### src/rtl/call_stack.sv
// Return-address stack for CALL/RET. The top entry is visible combinationally so a RET
// can use it in the same cycle. Optional build macro: CALL_STACK_WRAP_EN (circular push when full).
module call_stack #(
    parameter int DEPTH = 8,
    parameter int AW    = 19
) (
    input  logic                       clk,
    input  logic                       rst,
    input  logic                       push,
    input  logic                       pop,
    input  logic                       stall,
    input  logic [AW-1:0]              push_addr,
    output logic [AW-1:0]              ret_addr,
    output logic [$clog2(DEPTH):0]     count,
    output logic                       empty,
    output logic                       full,
    output logic                       ovf,
    output logic                       udf
);

    localparam int SPW = $clog2(DEPTH);
    localparam int CW  = SPW + 1;

    logic [AW-1:0]  mem_q [DEPTH];
    logic [SPW-1:0] sp_q, sp_d;
    logic [CW-1:0]  cnt_q, cnt_d;
    logic           ovf_q, ovf_d;
    logic           udf_q, udf_d;

    logic           wr_en;
    logic [SPW-1:0] wr_idx;
    logic [SPW-1:0] top_idx;
    logic           is_empty;
    logic           is_full;

    assign top_idx  = sp_q - SPW'(1);
    assign is_empty = (cnt_q == '0);
    assign is_full  = (cnt_q == CW'(DEPTH));

    assign ret_addr = is_empty ? '0 : mem_q[top_idx];
    assign count    = cnt_q;
    assign empty    = is_empty;
    assign full     = is_full;
    assign ovf      = ovf_q;
    assign udf      = udf_q;

    always_comb begin
        sp_d   = sp_q;
        cnt_d  = cnt_q;
        ovf_d  = ovf_q;
        udf_d  = udf_q;
        wr_en  = 1'b0;
        wr_idx = sp_q;
        if (!stall) begin
            case ({push, pop})
                2'b10: begin
                    if (!is_full) begin
                        wr_en = 1'b1;
                        sp_d  = sp_q + SPW'(1);
                        cnt_d = cnt_q + CW'(1);
                    end else begin
                        ovf_d = 1'b1;
`ifdef CALL_STACK_WRAP_EN
                        // Circular: overwrite the oldest entry, count stays at DEPTH.
                        wr_en = 1'b1;
                        sp_d  = sp_q + SPW'(1);
`endif
                    end
                end
                2'b01: begin
                    if (!is_empty) begin
                        sp_d  = sp_q - SPW'(1);
                        cnt_d = cnt_q - CW'(1);
                    end else begin
                        udf_d = 1'b1;
                    end
                end
                2'b11: begin
                    if (!is_empty) begin
                        // RET followed by CALL: replace the top in place.
                        wr_en  = 1'b1;
                        wr_idx = top_idx;
                    end else begin
                        wr_en = 1'b1;
                        sp_d  = sp_q + SPW'(1);
                        cnt_d = CW'(1);
                        udf_d = 1'b1;
                    end
                end
                default: ;
            endcase
        end
    end

    always_ff @(posedge clk) begin
        if (rst) begin
            sp_q  <= '0;
            cnt_q <= '0;
            ovf_q <= 1'b0;
            udf_q <= 1'b0;
        end else begin
            sp_q  <= sp_d;
            cnt_q <= cnt_d;
            ovf_q <= ovf_d;
            udf_q <= udf_d;
        end
    end

    // Storage carries no reset; writes are suppressed while rst is high.
    always_ff @(posedge clk) begin
        if (wr_en && !rst) begin
            mem_q[wr_idx] <= push_addr;
        end
    end

endmodule

### config.mk
export PLATFORM = sky130hd
export DESIGN_NAME = call_stack
export DESIGN_NICKNAME = d
export VERILOG_FILES = /design/src/rtl/call_stack.sv
export SDC_FILE = /design/constraint.sdc
export NUM_CORES = 1
export LEC_CHECK = 0
export CORE_MARGIN = 2
export CORE_UTILIZATION = 55
export DETAILED_ROUTE_END_ITERATION = 10
export PLACE_DENSITY_LB_ADDON = 0.05
export SETUP_SLACK_MARGIN = 0.3
export SLEW_MARGIN = 20
export SYNTH_ARGS = -nofsm -noshare
export SYNTH_HDL_FRONTEND = slang
export SYNTH_SLANG_ARGS = --single-unit
### constraint.sdc
create_clock -name clk -period 3.7 [get_ports clk]
set_clock_uncertainty 0.05 [all_clocks]
set_input_delay 0.74 -clock clk [delete_from_list [all_inputs] [get_ports clk]]
set_output_delay 0.74 -clock clk [all_outputs]
set_load 0.01 [all_outputs]
==> results of run 1 <==
-- final timing paths --
path / to / slack [ps] / cells past startpoint
worst max-delay path: ret_addr[18] / 410 / 7
worst min-delay path: ovf$_SDFFE_PP0P_ / 420 / 2
worst max register to register: mem_q[4][7]$_DFFE_PP_ / 1210 / 7
worst min register to register: ovf$_SDFFE_PP0P_ / 420 / 2
-- cell usage after synthesis, drive strengths merged --
master   count
o21ai        3
mux4        38
nor4         1
o21a         2
o2bb2ai     19
o31a         1
nor3b        2
or4          4
inv         23
nand3        5
buf         10
nor2b        1
or3          2
mux2i        4
nor2        11
xnor2        2
nand2        3
nor4b        3
o31ai        5
ha           3
a222oi       1
o221a        1
and3         1
o21bai       1
dfxtp        9
a32oi        2
nand2b       5
o41ai        1
nand4        1
edfxtp     152
a21oi        9
clkbuf      13
o22ai        1
a31oi        4
and2         1
a21o         2
nand3b       1
o22a         1
nor3         1
-- cell type report --
class	instances	share of cell area, %
Tap cell	143	2.24
Clock inverter	15	2.36
Multi-Input combinational cell	142	20.7
Clock buffer	17	5.32
Sequential cell	161	59.4
Timing Repair Buffer	72	8.93
Inverter	23	1.11
-- cell families after synthesis --
group                      Yosys count  share of synthesized area, %
AOI/OAI and AO/OA                   53                          6.09
xor gates and xnor gates             2                         0.268
adders and majority gates            3                         0.575
buffers and inverters               46                          2.85
DFF                                161                          72.7
muxes                               42                          13.7
and+or+nand+nor                     42                          3.83
-- critical path, cell delays in order, from the launching register on --
cell and delay, ps:
sky130_fd_sc_hd__dfxtp_1 390, sky130_fd_sc_hd__inv_1 110, sky130_fd_sc_hd__ha_4 190, sky130_fd_sc_hd__xnor2_2 200, sky130_fd_sc_hd__nand2_2 170, sky130_fd_sc_hd__buf_6 210
sky130_fd_sc_hd__o2bb2ai_1 220, sky130_fd_sc_hd__clkdlybuf4s50_1 580
-- power by group --
group          internal [mW]  total, mW  switching, mW
Sequential              2.03       2.05         0.0189
Combinational          0.279      0.560          0.281
Clock                   1.12       1.81          0.691
Total                   3.43       4.42          0.990
-- through the flow --
stage | setup slack, ps | cells | total power [mW]
3_3_place_gp | 560 | 538 | 2.61
2_1_floorplan | 401 | 349 | 2.39
3_5_place_dp | 524 | 538 | 2.61
4_1_cts | 312 | 570 | 4.43
6_report | 408 | 573 | 4.42
5_1_grt | 296 | 573 | 4.57
-- flip-flops by register name, summed over array words and instances, names as in the netlist --
name and count:
mem_q 152, count 4, sp_q 3, ovf 1, udf 1
-- per-layer routing --
layer / track usage, % / wire, µm / up-vias
li1: - / - / 1564
met3: 4.34 / 657 / 16
met2: 32.8 / 6190 / 113
met4: 8.70 / 172 / 0
met1: 31.3 / 5810 / 1803
met5: 0 / 0 / -
-- what timing repair did --
item,in CTS,in global routing
pin swaps,0,1
endpoints found under the setup margin,18,18
hold buffers,0,0
resized for setup,6,10
setup buffers,0,3
==> results.ini, run 1 <==
[final_layout]
syn_to_final_growth_pct=22.5
layout_commonest_cell=sky130_fd_sc_hd__edfxtp_1
final_core_utilization_pct=69.5
layout.area.seq_um2=4750
nets=444
area_taken_by_multi_input_logic_gates_um2=1660
drive_gt1_share_pct=25.8
n_fill_cell=743
finish.instance_area_um2=8000
final_cell_mix=sky130_fd_sc_hd__edfxtp_1 (152), sky130_fd_sc_hd__clkdlybuf4s50_1 (50), sky130_fd_sc_hd__mux4_2 (38)
diodes_inserted=0

[yosys]
synthesis.nets=376
postSynthRegisterBits=161
synth_top_area_share_pct=69.9
post_synth_instance_area_um2=6530
synthDistinctLibCells=43
ys_seq_area_share_pct=72.7
synth_area_per_cell_um2=18.7
yosysWarningCount=0
syn-instance-count=349
post-synth-top-area-cell=sky130_fd_sc_hd__edfxtp_1
cell_types_occupying_the_most_area_after_synthesis=sky130_fd_sc_hd__edfxtp_1 (70%), sky130_fd_sc_hd__mux4_2 (13%), sky130_fd_sc_hd__dfxtp_1 (2.8%)

[hold_path]
timing.hold.worst.start=ovf$_SDFFE_PP0P_
min_path_type=reg2reg

[placement]
placement.cell_area_um2=7310
placement.io_buffers=50
dpl.hpwl_mm=7.30
place_congestion=0.811

[clocking]
worst_skew_pair.late_latency_ps=420
cts_max_path_buffers=2
clock_tree.htree_level_count=4
cts_buffers=17
cts_tree=built
cts_num_sinks=161
clk_pin_slew_ps=60
clock_tree.root_cell=sky130_fd_sc_hd__clkbuf_16

[timing]
timing_hold_violations_final=0
report.final.slew_viol_count=0
timing_worst_slew_pin_value_ps=631
max-slew-margin-rel_pct=57.8
post-route-min-period_ps=3290
grt_setup_unrepaired=no
setup_tns_ps=0
maximum_operating_frequency_ghz=0.304
setup_violations=0
hold-worst-slack_ps=419
min_period_over_period_pct=89.0

[die]
top_level_ports=51
fp.dieH_um=113
num_rows=39
floorplan.initialDensity_pct=56.7
overall_die_area_um2=12800
die-width_um=113
core_area_um2=11500

[critical_path]
worst_setup_path_end_kind=output pin
worst-endpoint-arrival_ps=2500
startpoint=sp_q[1]$_SDFFE_PP0P_
critical_path.reg2reg.startpoint=sp_q[1]$_SDFFE_PP0P_
worstSetupPathType=reg2out
cp_max_fo=14
critical_path_rt_ps=2910
start_kind=register

[drt]
detailedRoute.firstIterationViolations=324
wl_per_cell_um=22.4
routed_wl_mm=12.8
route.detailed.vias_per_inst=6.10
detail-route-antenna-nets=0
via_count=3496
drt_drc_violations_left=1
detailedRoute.firstPassIterationCount=8

[global_route]
grt_first_pass_wirelength_mm=19.9
gr-total-overflow=0
grt_util_all_layers_pct=21.5
largest_net_degree_at_the_start_of_global_routing=44
first_global_vias=3451
grt_antenna_before_repair=0

[power_and_ir_drop]
peakVddDrop_v=0.000510
leakage_power_nw=2.60
power.density_nw_per_um2=553

[outcome]
violated_checks=DRC
status=finished, violations left

[run]
max-cap-violations=0

No activity file was read; power rests on OpenSTA's default activity.
==> inputs of run 2 (changes only) <==
SETUP_SLACK_MARGIN = not set   (was 0.3)
==> results.ini, run 2 (synthesis gave the netlist of run 1 again) <==
[outcome]
status=finished, violations left
violated_checks=DRC

[clocking]
clk_pin_slew_ps=60
cts_tree=built
clock_tree.root_cell=sky130_fd_sc_hd__clkbuf_16
postCtsHoldBufs=0
clock_tree.htree_level_count=4
worst_skew_pair.late_latency_ps=420
cts_num_sinks=161
cts_max_path_buffers=2
cts_buffers=17

[global_route]
grt_first_pass_wirelength_mm=19.8
first_global_vias=3438
largest_net_degree_at_the_start_of_global_routing=44
grt_util_all_layers_pct=21.5
gr-total-overflow=0
grt_antenna_before_repair=0

[critical_path]
critical_path_rt_ps=2910
cp_max_fo=21
worst_setup_path_end_kind=output pin
crit_top_cell=sky130_fd_sc_hd__inv_1
worst_path_largest_cell_delay_ps=580
worst-r2r-cell-count=7
start_kind=register
cp.buffers_inverters=4
worst_path_dominant_cell_family=buffers and inverters
worstSetupPathType=reg2out
worst-endpoint-arrival_ps=2730
crit_path_top_delay_cell=sky130_fd_sc_hd__clkdlybuf4s50_1
crit_path_cell_trace=inv_1, ha_2, buf_6, mux4_2, inv_1, o2bb2ai_1, clkdlybuf4s50_1
number_of_cells_on_the_critical_path=7

[timing]
maximum_operating_frequency_ghz=0.284
setup_tns_ps=0
timing_hold_violations_final=0
grt_setup_unrepaired=no
max-slew-margin-rel_pct=60.2
timing_worst_slew_pin_value_ps=596
setup_violations=0
post-route-min-period_ps=3520
report.final.slew_viol_count=0
min_period_over_period_pct=95.1

[power_and_ir_drop]
peakVddDrop_v=0.000508
clock_power_share_pct=41.3
leakage_power_nw=2.57
pwr-share-comb_pct=12.0
power_switching_mw=0.976
p_sw_share_pct=22.3
design_power_total_mw=4.39
p_int_mw=3.41
power.density_nw_per_um2=553
reg_power_share_pct=46.7

[final_layout]
largest_register_ff_count=152
layout_commonest_cell=sky130_fd_sc_hd__edfxtp_1
fin_cells=570
syn_to_final_growth_pct=21.3
drive_gt1_share_pct=23.7
diodes_inserted=0
nets=441
regMostFlops=mem_q
final_cell_mix=sky130_fd_sc_hd__edfxtp_1 (152), sky130_fd_sc_hd__clkdlybuf4s50_1 (50), sky130_fd_sc_hd__mux4_2 (38)

[drt]
routed_wl_mm=12.7
wl_per_cell_um=22.2
detailedRoute.firstPassIterationCount=7
detail-route-antenna-nets=0
drt_drc_violations_left=1
detailedRoute.firstIterationViolations=413
route.detailed.vias_per_inst=6.09
via_count=3469

[die]
core_area_um2=11500
overall_die_area_um2=12800
fp.dieH_um=113
floorplan.initialDensity_pct=56.7
die-width_um=113
num_rows=39
top_level_ports=51

[hold_path]
min_path_type=reg2reg
worst_hold_path.num_cells=2

[placement]
placement.io_buffers=50
dpl.hpwl_mm=7.30
place_congestion=0.811
dp.cells=538

[run]
max-cap-violations=0

-- run 2: layout make-up --
cell class                 count  area [µm²]
clock buffer                  17         425
inverter                      23        86.3
clock inverter                15         189
fill                         754        3590
timing repair buffer          69         672
tap                          143         179
multi-input combinational    142        1630
sequential                   161        4750
-- run 2: per-stage QoR --
| stage | hold WS [ps] | setup slack (ps) | area [µm²] | utilization (%) |
|---|---|---|---|---|
| after floorplan | 453 | 401 | 6530 | - |
| after global placement | 405 | 560 | 7310 | 63.4 |
| after detailed placement | 415 | 524 | 7310 | 63.4 |
| after CTS | 429 | 46.0 | 7920 | 68.8 |
| after global routing | 464 | 24.3 | 7920 | 68.8 |
| final | 419 | 183 | 7920 | 68.8 |
-- run 2: worst reg2reg max path, delay by kind of cell (launching register included) --
family                     cells  cell delay [ps]
AOI/OAI and AO/OA              2              460
DFF                            1              390
buffers and inverters          3              630
adders and majority gates      1              530
and+or+nand+nor                1              360
-- run 2: path summary, 6_finish.rpt --
path	from	slack [ps]	to
worst max register to register	sp_q[1]$_SDFFE_PP0P_	980	mem_q[4][7]$_DFFE_PP_
worst min-delay path	ovf$_SDFFE_PP0P_	420	ovf$_SDFFE_PP0P_
worst max-delay path	sp_q[1]$_SDFFE_PP0P_	180	ret_addr[6]
worst min register to register	ovf$_SDFFE_PP0P_	420	ovf$_SDFFE_PP0P_
-- run 2: repair_timing --
action / in CTS / in global routing
buffers inserted: 0 / 0
endpoints found under the setup margin: 0 / 6
resized for setup: 0 / 1
-- run 2: per-layer routing --
layer | share of wire, % | GRT usage [%] | vias to the layer above
li1 | - | - | 1559
met1 | 46 | 31.3 | 1786
met4 | 1.1 | 8.46 | 0
met3 | 4.8 | 4.50 | 11
met2 | 48 | 32.6 | 113
met5 | 0 | 0 | -
-- run 2: power by group through the flow --
| stage | clock (mW) | combinational (mW) | sequential (mW) |
|---|---|---|---|
| floorplan | 0 | 0.311 | 2.08 |
| global placement | 0 | 0.522 | 2.08 |
| global route | 1.92 | 0.571 | 2.05 |
| CTS | 1.84 | 0.532 | 2.05 |
| detailed placement | 0 | 0.527 | 2.09 |
| finish | 1.81 | 0.528 | 2.05 |
